`src/rtl/i2c_eeprom_ptr_ctrl.sv`:
```
// Byte-level EEPROM engine: big-endian pointer load, read prefetch with auto-increment.
// Define I2C_EEPROM_WR_EN to enable array writes; otherwise data bytes are NACKed.
module i2c_eeprom_ptr_ctrl #(
  parameter int unsigned ADDR_W = 16,
  parameter int unsigned RD_LAT = 1
) (
  input  logic              in_ext_osc,
  input  logic              in_reset_n,
  input  logic              in_start,
  input  logic              in_stop,
  input  logic              in_addr_hit,
  input  logic              in_rw,
  input  logic              in_rx_valid,
  input  logic [7:0]        in_rx_data,
  output logic              out_rx_ack,
  input  logic              in_tx_load,
  input  logic              in_mst_nack,
  output logic [7:0]        out_tx_data,
  output logic              out_tx_valid,
  output logic [ADDR_W-1:0] out_mem_addr,
  output logic              out_mem_rd,
  input  logic [7:0]        in_mem_rdata,
  output logic              out_mem_we,
  output logic [7:0]        out_mem_wdata,
  output logic [ADDR_W-1:0] out_ptr
);

  // Pointer bytes are assembled in a vector of at least 16 bits; excess MSBs drop on load.
  localparam int unsigned PW = (ADDR_W > 16) ? ADDR_W : 16;

  typedef enum logic [2:0] {
    StIdle,
    StPtrHi,
    StPtrLo,
    StWdata,
    StRdFetch,
    StRdReady,
    StRdDone
  } state_e;

  state_e            state_q;
  logic [ADDR_W-1:0] ptr_q;
  logic [ADDR_W-1:0] mem_addr_q;
  logic [7:0]        tx_data_q;
  logic              tx_valid_q;
  logic              mem_rd_q;
  logic              rx_ack_q;
  logic [1:0]        lat_cnt_q;

  logic [ADDR_W-1:0] ptr_inc;
  logic [ADDR_W-1:0] ptr_cur;
  logic [PW-1:0]     ptr_wide;
  logic [PW-1:0]     ptr_hi_ld;
  logic [PW-1:0]     ptr_lo_ld;

`ifdef I2C_EEPROM_WR_EN
  logic              mem_we_q;
  logic [7:0]        wdata_q;
  logic              wr_inc_q;

  // A write's increment lands one clock later; ptr_cur folds in that pending step.
  assign ptr_cur = wr_inc_q ? ptr_inc : ptr_q;
`else
  assign ptr_cur = ptr_q;
`endif

  always_comb begin
    ptr_inc          = ptr_q + ADDR_W'(1);
    ptr_wide         = PW'(ptr_cur);
    ptr_hi_ld        = ptr_wide;
    ptr_hi_ld[15:8]  = in_rx_data;
    ptr_lo_ld        = ptr_wide;
    ptr_lo_ld[7:0]   = in_rx_data;
  end

  always_ff @(posedge in_ext_osc or negedge in_reset_n) begin
    if (!in_reset_n) begin
      state_q    <= StIdle;
      ptr_q      <= '0;
      mem_addr_q <= '0;
      tx_data_q  <= 8'h00;
      tx_valid_q <= 1'b0;
      mem_rd_q   <= 1'b0;
      rx_ack_q   <= 1'b1;
      lat_cnt_q  <= 2'd0;
`ifdef I2C_EEPROM_WR_EN
      mem_we_q   <= 1'b0;
      wdata_q    <= 8'h00;
      wr_inc_q   <= 1'b0;
`endif
    end else begin
      mem_rd_q <= 1'b0;
`ifdef I2C_EEPROM_WR_EN
      mem_we_q <= 1'b0;
      if (wr_inc_q) begin
        ptr_q    <= ptr_inc;
        wr_inc_q <= 1'b0;
      end
`endif
      if (in_start || in_stop) begin
        // Bus framing aborts any phase; the pointer survives for current-address reads.
        state_q    <= StIdle;
        tx_valid_q <= 1'b0;
        rx_ack_q   <= 1'b1;
      end else begin
        unique case (state_q)
          StIdle: begin
            if (in_addr_hit) begin
              if (in_rw) begin
                state_q    <= StRdFetch;
                mem_rd_q   <= 1'b1;
                mem_addr_q <= ptr_cur;
                lat_cnt_q  <= 2'd0;
              end else begin
                state_q <= StPtrHi;
              end
            end
          end
          StPtrHi: begin
            if (in_rx_valid) begin
              ptr_q   <= ptr_hi_ld[ADDR_W-1:0];
              state_q <= StPtrLo;
            end
          end
          StPtrLo: begin
            if (in_rx_valid) begin
              ptr_q   <= ptr_lo_ld[ADDR_W-1:0];
              state_q <= StWdata;
`ifndef I2C_EEPROM_WR_EN
              rx_ack_q <= 1'b0;
`endif
            end
          end
          StWdata: begin
`ifdef I2C_EEPROM_WR_EN
            if (in_rx_valid) begin
              mem_we_q   <= 1'b1;
              mem_addr_q <= ptr_cur;
              wdata_q    <= in_rx_data;
              wr_inc_q   <= 1'b1;
            end
`endif
          end
          StRdFetch: begin
            if (in_mst_nack) begin
              state_q <= StRdDone;
            end else if (lat_cnt_q == 2'(RD_LAT)) begin
              tx_data_q  <= in_mem_rdata;
              tx_valid_q <= 1'b1;
              state_q    <= StRdReady;
            end else begin
              lat_cnt_q <= lat_cnt_q + 2'd1;
            end
          end
          StRdReady: begin
            if (in_tx_load) begin
              ptr_q      <= ptr_inc;
              tx_valid_q <= 1'b0;
              state_q    <= StRdFetch;
              mem_rd_q   <= 1'b1;
              mem_addr_q <= ptr_inc;
              lat_cnt_q  <= 2'd0;
            end else if (in_mst_nack) begin
              tx_valid_q <= 1'b0;
              state_q    <= StRdDone;
            end
          end
          StRdDone: begin
            tx_valid_q <= 1'b0;
          end
          default: begin
            state_q <= StIdle;
          end
        endcase
      end
    end
  end

  assign out_rx_ack   = rx_ack_q;
  assign out_tx_data  = tx_data_q;
  assign out_tx_valid = tx_valid_q;
  assign out_mem_addr = mem_addr_q;
  assign out_mem_rd   = mem_rd_q;
  assign out_ptr      = ptr_q;
`ifdef I2C_EEPROM_WR_EN
  assign out_mem_we    = mem_we_q;
  assign out_mem_wdata = wdata_q;
`else
  assign out_mem_we    = 1'b0;
  assign out_mem_wdata = 8'h00;
`endif

endmodule

```
`config.mk`:
```
export PLATFORM = sky130hd
export DESIGN_NAME = i2c_eeprom_ptr_ctrl
export DESIGN_NICKNAME = d
export VERILOG_FILES = /design/src/rtl/i2c_eeprom_ptr_ctrl.sv
export SDC_FILE = /design/constraint.sdc
export NUM_CORES = 1
export LEC_CHECK = 0
export ABC_AREA = 1
export BUFFER_PORTS_ARGS = -buffer_cell sky130_fd_sc_hd__buf_2
export CORE_ASPECT_RATIO = 0.5
export CORE_MARGIN = 4
export CORE_UTILIZATION = 57
export DETAILED_ROUTE_END_ITERATION = 16
export PLACE_DENSITY = 0.81
export SYNTH_ARGS = -nofsm -noshare
export SYNTH_HDL_FRONTEND = slang
export SYNTH_SLANG_ARGS = --single-unit
export TNS_END_PERCENT = 5
```
`constraint.sdc`:
```
create_clock -name in_ext_osc -period 2.55 [get_ports in_ext_osc]
set_input_delay 0.1275 -clock in_ext_osc [delete_from_list [all_inputs] [get_ports in_ext_osc]]
set_output_delay 0.1275 -clock in_ext_osc [all_outputs]
set_load 0.05 [all_outputs]
```
After elaboration in Yosys (flattened, before gate mapping)

Index checks and enable logic that the tools add are counted.

Word-level logic and storage cells: 92
Memories: 0
Flip-flop bits (word level): 48
Memory bits (writable): 0
ROM bits: 0
Latch bits: 0
Input bits: 25

Mux-type cells: 37
Reduce and logical (&&, ||, !) cells: 18
Multipliers: 0
Shift-type cells: 0
Equality and inequality tests: 22
Div/mod/pow operators: 0
Add/subtract/negate cells: 2
Magnitude comparators: 0
Bitwise operators: 4

Operators with widths:

| operator                                            | count |
|---|---|
| 2-to-1 mux 16 bit                                   | 4 |
| case mux 16 bit (3 select lines)                    | 1 |
| case mux 16 bit (2 select lines)                    | 1 |
| 2-to-1 mux 3 bit                                    | 9 |
| case mux 3 bit (6 select lines)                     | 1 |
| adder 16 x 1 -> 16 bit, second input constant       | 1 |
| inequality test 3 bit, second input constant        | 5 |
| AND reduction 5 bit                                 | 3 |
| inequality test 2 bit, second input constant        | 7 |
| 2-to-1 mux 1 bit                                    | 12 |
| 2-to-1 mux 2 bit                                    | 5 |
| nonzero test 2 bit                                  | 5 |
| equality test 3 bit, second input constant          | 3 |
| 2-to-1 mux 8 bit                                    | 1 |
| inequality test 4 bit, second input constant        | 2 |
| AND reduction 4 bit                                 | 2 |
| AND reduction 7 bit                                 | 1 |
| equality test 3 x 2 -> 1 bit, second input constant | 2 |
| case mux 2 bit (3 select lines)                     | 1 |
| AND reduction 6 bit                                 | 1 |
| NOT 1 bit                                           | 4 |
| nonzero test 4 bit                                  | 1 |
| equality test 3 x 1 -> 1 bit, second input constant | 1 |
| zero test 3 bit                                     | 1 |
| 9 further kinds                                     | 9 |

Depth between registers and ports, before layout

Gate-level depths: netlist of run 1.

Depth in word-level cells: 5
Depth in mapped cells: 11
Mapped depth without buffers: 10

Worst setup path before layout of run 1

Ideal clock, no wire load.

Path kind: register -> register
From: reg ptr_q[0], in the netlist out_ptr[0]
To: reg ptr_q[6], in the netlist out_ptr[6]
Setup slack: 0.768 ns
Buffers on the path: 0
Required time: 2.432 ns
Period minus slack after synthesis: 1.782 ns
Arrival: 1.664 ns
Stages on the path, launching flop included: 9
Path through: dfrtp_1 > ha_1 > nand2_1 > nor2_1 > a21oi_1 > o21ai_0 > nand2_1 > nand2_1 > nand2_1

Longest elaborated chain between the ends: 3

Ends and longest elaborated chain:

| element                          | RTL line | RTL |
|---|---|---|
| from (decl)                      | 42       | `logic [ADDR_W-1:0] ptr_q;` |
| from (signal assigned)           | 121      | `ptr_q <= ptr_hi_ld[ADDR_W-1:0];` |
| from (signal assigned)           | 127      | `ptr_q <= ptr_lo_ld[ADDR_W-1:0];` |
| from (signal assigned)           | 157      | `ptr_q <= ptr_inc;` |
| adder 16 x 1 -> 16 bit           | 68       | `ptr_inc = ptr_q + ADDR_W'(1);` |
| 2-to-1 mux 16 bit                | 156      | `if (in_tx_load) begin` |
| case mux 16 bit (3 select lines) | 106      | `unique case (state_q)` |

Every way passes these cells. The select of a mux whose other input is x is not followed.
A chain may end at the register's enable or synchronous reset.

Worst setup path after layout of run 1

From: reg state_q[1]
To: reg mem_addr_q[12], in the netlist out_mem_addr[12]

Longest elaborated chain between the ends: 3
Elaborated cells between the ends (all ways): 8

Ends and longest elaborated chain:

| element                                                                             | RTL line | RTL |
|---|---|---|
| from (decl)                                                                         | 41       | `state_e state_q;` |
| from (signal assigned)                                                              | 78       | `state_q <= StIdle;` |
| from (signal assigned)                                                              | 102      | `state_q <= StIdle;` |
| from (signal assigned)                                                              | 110      | `state_q <= StRdFetch;` |
| equality test 3 bit / zero test 3 bit (equally long branches)                       | 106      |  |
| inequality test 2 bit (no source line) / nonzero test 2 bit (equally long branches) | -        |  |
| AND reduction 5 bit (no source line)                                                | -        |  |
| to (signal assigned)                                                                | 112      | `mem_addr_q <= ptr_cur;` |
| to (signal assigned)                                                                | 161      | `mem_addr_q <= ptr_inc;` |
| to (decl)                                                                           | 43       | `logic [ADDR_W-1:0] mem_addr_q;` |

Several ways; a longest one is shown, not always the timed one.

==> flow_metrics.tcl, run 1 <==
set metrics [dict create \
    max-slew-margin-rel 0.286 \
    clk_latency_ns 0.30 \
    worstMarginPinSlew_ns 1.07 \
    cts_root_buffer "clkbuf_8" \
    wl_mm 7.09 \
    rows 18 \
    vias 2911 \
    cts_tree "done" \
    nNetsFinal 529 \
    min_path_type "input pin to async pin" \
    cts_resized 0 \
    synth_top_area_cell "dfrtp_1" \
    startpoint_type "flop" \
    track_usage 0.229 \
    fp.dieArea_sq_um 6480 \
    crit_type "flop to flop" \
    rsz0062_at_grt "false" \
    path_clk_slew_ns 0.09 \
    skew_ns 0.0109 \
    ys_warn_count 0 \
    fin_crit_sh 0.740 \
    wl_per_cell_um 12.4 \
    ant_nets 0 \
    grt_overflow 0 \
    yosys-top-cells-area "dfrtp_1, nand2_1, nor2_1" \
    p_leak_nw 1.98 \
    seq_area_frac_synth 0.407 \
    fp.dieW_um 110 \
    ys_seq_elements 48 \
    die_h_um 58.9 \
    period_minus_slack_ns 1.89 \
    io-pin-count 77 \
    drive_gt1_frac 0.197 \
    whs_ns -0.00911 \
    maxCapViolCount 0 \
    htreeDepth 2 \
    power_density_nw_per_um2 1050 \
    synth_area_sq_um 2960 \
    grt_pass1_wl_mm 11.7 \
    cts_sinks 48 \
    core_sq_um 4980 \
    cts_made_buffers 5 \
    cp.arrival_ns 2.10 \
    grt_pass1_vias 2559 \
    syn_inst 436 \
    yosys.cell_types.count 29 \
    dr.pass1.iters 5 \
    finalSetupTns_ns 0 \
    port_buffers 67 \
    antenna_cells 0 \
    clockBufferDepth 2 \
    setup_viol 0 \
    postCtsHoldBufs 0 \
    ir_drop_mv 0.648 \
    cp.required_ns 2.77 \
    yosysTopAreaCellShare 0.398 \
    endpoint_kind "flop" \
    cts_setup_buffers 0 \
    via_per_inst 5.08 \
    grt_max_degree 49 \
    syn2layout_area_growth_pct 15.4 \
    drt_iter0_markers 133 \
    postPlaceCellArea_sq_um 3290 \
    drv_slew 0 \
    syn_avg_cell_area_sq_um 6.78 \
    drc 0 \
    antenna_found_initial 0 \
    critPathMaxFanout 17 \
    status "finished with violations" \
    gp_congestion 0.910 \
    fmax_mhz 530 \
    start_util 0.594 \
    hold_violations 2 \
    violations "hold timing" \
    post-dp-hpwl_mm 5.43 \
    final_area_sq_um 3410 \
]
## path summary, 6_finish.rpt
check	startpoint	to	slack (ns)	cells past startpoint
setup reg to reg	state_q[1]$_DFFE_PN0P_	out_mem_addr[12]$_DFFE_PN0P_	0.66	9
min in group in_ext_osc	in_mem_rdata[4]	out_tx_data[4]$_DFFE_PN0P_	0.03	3
hold / removal	in_reset_n	lat_cnt_q[0]$_DFFE_PN0P_	-0.009	1
max in group asynchronous	in_reset_n	out_tx_data[3]$_DFFE_PN0P_	1.87	1
hold reg to reg	out_tx_data[3]$_DFFE_PN0P_	out_tx_data[3]$_DFFE_PN0P_	0.47	2
setup / recovery	state_q[1]$_DFFE_PN0P_	out_mem_addr[12]$_DFFE_PN0P_	0.66	9
## power by group
group	switching, mW	internal, mW	total [mW]
registers	0.252	0.988	1.24
clock network	0.252	0.346	0.598
logic	1.34	0.419	1.76
total	1.85	1.75	3.60
## area by class of cell
type | instances | area (sq um)
clock buffers | 7 | 96.3
clock inverters | 1 | 30.0
fillers | 462 | 1570
inverters | 54 | 205
multi-input cells | 325 | 1450
flip-flops and latches | 48 | 1200
well taps | 70 | 87.6
repair buffers | 68 | 343
## synth_stat cells
| master | n |
|---|---|
| nand2_1 | 156 |
| nand2_2 | 4 |
| nand3_2 | 1 |
| inv_2 | 6 |
| buf_2 | 4 |
| clkinv_1 | 1 |
| a21oi_1 | 16 |
| inv_1 | 45 |
| buf_4 | 9 |
| dfrtp_1 | 47 |
| nand4_1 | 4 |
| xor2_1 | 1 |
| o22ai_1 | 1 |
| buf_6 | 4 |
| nand3_1 | 28 |
| ha_1 | 2 |
| o21ai_1 | 9 |
| o211ai_1 | 2 |
| o21ai_0 | 21 |
| conb_1 | 1 |
| dfstp_2 | 1 |
| nor2_2 | 2 |
| nor2_4 | 3 |
| nand2_4 | 2 |
| nor2_1 | 61 |
| nor2_8 | 1 |
| nand3_4 | 1 |
| o21bai_1 | 1 |
| clkinv_2 | 2 |
## cell families (layout without fill, tap and decap cells)
family / Yosys count / in the layout / synth area share
AOI/OAI and AO/OA: 50 / 50 / 0.0876
xor gates and xnor gates: 1 / 1 / 0.00296
adders and majority gates: 2 / 2 / 0.00846
buffers and inverters: 71 / 130 / 0.114
DFF: 48 / 48 / 0.407
other: 1 / 9 / 0.00127
and+or+nand+nor: 263 / 263 / 0.379
## per-layer routing
metal / routed length (um) / vias to the layer above / global-route usage
li1: - / 1471 / -
met4: 60 / 0 / 0.0444
met5: 0 / - / 0
met3: 534 / 8 / 0.0416
met1: 3380 / 1338 / 0.331
met2: 3110 / 94 / 0.364
## flip-flops by register name (all words and copies together) (netlist names)
register,count
out_rx_ack,1
state_q,3
lat_cnt_q,2
out_tx_data,8
out_mem_addr,16
out_tx_valid,1
out_ptr,16
out_mem_rd,1
## worst max-delay path: stages (launching register included)
cell      delay (ns)
dfrtp_1         0.48
inv_1           0.10
nand2_2         0.08
nor2_4          0.25
nand2_1         0.09
nand2_1         0.09
nand2_2         0.21
clkinv_2        0.29
nor2_1          0.07
a21oi_1         0.13
## per-stage QoR
| stage | utilization | hold slack, ns | worst slack, ns | cells | total power, mW |
|---|---|---|---|---|---|
| 4_1_cts | 0.686 | 0.0215 | 0.673 | 573 | 3.62 |
| 6_report | 0.686 | -0.00911 | 0.662 | 573 | 3.60 |
| 2_1_floorplan | - | -0.168 | 0.768 | 444 | 2.59 |
| 3_3_place_gp | 0.660 | 0.327 | 0.799 | 565 | 2.99 |
| 3_5_place_dp | 0.660 | 0.332 | 0.691 | 565 | 3.01 |
| 5_1_grt | 0.686 | 0.0313 | 0.488 | 573 | 3.84 |
## cells in the final DEF, fill, tap and decap left out, drive strengths merged
cell and count:
nand4 4, o211ai 2, nand3 30, dfstp 1, o22ai 1, ha 2, clkinv 3, nor2 67
conb 9, bufinv 1, xor2 1, a21oi 16, inv 51, o21ai 30, buf 68, nand2 162
clkbuf 7, o21bai 1, dfrtp 47
Note: power is estimated with default switching activity, not from simulation.
==> run 2, diff against run 1 <==
--- a/config.mk
+++ b/config.mk
@@ -9,9 +9,9 @@
 export BUFFER_PORTS_ARGS = -buffer_cell sky130_fd_sc_hd__buf_2
 export CORE_ASPECT_RATIO = 0.5
 export CORE_MARGIN = 4
-export CORE_UTILIZATION = 57
+export CORE_UTILIZATION = 53
 export DETAILED_ROUTE_END_ITERATION = 16
-export PLACE_DENSITY = 0.81
+export PLACE_DENSITY = 0.76
 export SYNTH_ARGS = -nofsm -noshare
 export SYNTH_HDL_FRONTEND = slang
 export SYNTH_SLANG_ARGS = --single-unit
==> constraint.sdc (replaced) <==
create_clock -name in_ext_osc -period 1.9 [get_ports in_ext_osc]
set_input_delay 0.095 -clock in_ext_osc [delete_from_list [all_inputs] [get_ports in_ext_osc]]
set_output_delay 0.095 -clock in_ext_osc [all_outputs]
set_load 0.05 [all_outputs]
==> flow_metrics.tcl, run 2 (synthesis results as in run 1) <==
set metrics [dict create \
    drive_gt1_frac 0.195 \
    cts_sinks 48 \
    start_util 0.574 \
    cell_internal_pwr_mw 2.15 \
    maxCapViolCount 0 \
    p_sw_frac 0.535 \
    p_switching_mw 2.47 \
    fin_crit_sh 0.885 \
    fmax_mhz 594 \
    cp.arrival_ns 1.88 \
    fillers 486 \
    final_cells 582 \
    finalSetupTns_ns 0 \
    crit_type "flop to flop" \
    final_area_sq_um 3460 \
    wl_mm 7.39 \
    fp.dieArea_sq_um 6910 \
    rsz0062_at_grt "false" \
    critPathMaxFanout 8 \
    grt_pass1_wl_mm 12.5 \
    cp.required_ns 2.09 \
    skew_ns 0.00569 \
    setup_viol 0 \
    max-slew-margin-rel 0.590 \
    dr.pass1.iters 5 \
    worstMarginPinSlew_ns 0.614 \
    min_path_type "input pin to flop" \
    grt_overflow 0 \
    ant_nets 0 \
    port_buffers 67 \
    cts_resized 0 \
    htreeDepth 2 \
    pre_cts_ws_ns 0.269 \
    via_per_inst 5.03 \
    layout_commonest_cell "nand2_1" \
    endpoint_kind "flop" \
    drc 0 \
    seqPwrFrac 0.360 \
    clockBufferDepth 2 \
    dp.cells 568 \
    whs_ns 0.0175 \
    fin_util 0.670 \
    cts_root_buffer "clkbuf_8" \
    antenna_cells 0 \
    die_h_um 60.8 \
    gp_congestion 0.915 \
    period_minus_slack_ns 1.68 \
    path_clk_slew_ns 0.09 \
    cts_tree "done" \
    grt_max_degree 49 \
    power_density_nw_per_um2 1340 \
    nNetsFinal 539 \
    io-pin-count 77 \
    setup_ws_ns 0.218 \
    drt_iter0_markers 238 \
    postPlaceCellArea_sq_um 3310 \
    grt_pass1_vias 2640 \
    cts_made_buffers 5 \
    syn2layout_area_growth_pct 16.8 \
    track_usage 0.228 \
    post-dp-hpwl_mm 5.49 \
    p_leak_nw 2.00 \
    mostFrequentLayoutCells "nand2_1, buf_2, nor2_1" \
    vias 2925 \
    hold_violations 0 \
    drv_slew 0 \
    core_sq_um 5160 \
    antenna_found_initial 0 \
    clk_latency_ns 0.30 \
    status "finished clean" \
    ir_drop_mv 0.952 \
    rows 18 \
    startpoint_type "flop" \
    combPwrFrac 0.513 \
    wl_per_cell_um 12.7 \
    power_mw 4.62 \
    clkPwrFrac 0.126 \
    fp.dieW_um 114 \
]
[run 2: worst paths after layout]
check	startpoint	end	slack, ns	cells after the start
max in group asynchronous	in_reset_n	out_ptr[13]$_DFFE_PN0P_	1.06	3
worst max-delay path	out_ptr[0]$_DFFE_PN0P_	out_mem_addr[6]$_DFFE_PN0P_	0.22	8
worst min register to register	out_tx_data[5]$_DFFE_PN0P_	out_tx_data[5]$_DFFE_PN0P_	0.47	2
worst min-delay path	in_mem_rdata[5]	out_tx_data[5]$_DFFE_PN0P_	0.02	3
min in group asynchronous	in_reset_n	state_q[0]$_DFFE_PN0P_	0.41	3
worst max register to register	out_ptr[0]$_DFFE_PN0P_	out_mem_addr[6]$_DFFE_PN0P_	0.22	8
[run 2: final cells by class]
class,count,area [sq um],area share
clock buffers,6,72.6,0.0210
clock inverters,1,5.00,0.00145
inverters,54,205,0.0594
multi-input cells,325,1450,0.419
flip-flops and latches,48,1200,0.348
well taps,70,87.6,0.0253
repair buffers,78,435,0.126
[run 2: what timing repair did]
item | 4_1_cts | 5_1_grt
hold endpoints to repair | 53 | 0
hold buffers | 7 | 0
buffers inserted | 0 | 0
[run 2: power by group through the flow]
| stage | combinational [mW] | clock (mW) | sequential (mW) |
|---|---|---|---|
| 2_1_floorplan | 0.805 | 0 | 2.67 |
| 3_3_place_gp | 2.35 | 0 | 1.67 |
| 3_5_place_dp | 2.36 | 0 | 1.68 |
| 4_1_cts | 2.38 | 0.602 | 1.66 |
| 5_1_grt | 2.58 | 0.657 | 1.72 |
| 6_report | 2.37 | 0.584 | 1.67 |
[run 2: routing by layer]
layer,vias up,global-route usage,part of all wire
li1,1490,-,-
met3,5,0.0498,0.084
met1,1319,0.324,0.48
met4,0,0.0497,0.0034
met5,-,0,0
met2,111,0.364,0.43
[run 2: worst max-delay path, stage by stage, from the launching register on]
cell and delay (ns):
dfrtp_1 0.44, ha_1 0.23, nand2_1 0.07, nor2_1 0.39, a21oi_1 0.12, o21ai_0 0.12, nand2_1 0.08, nand2_1 0.06
nand2_1 0.06
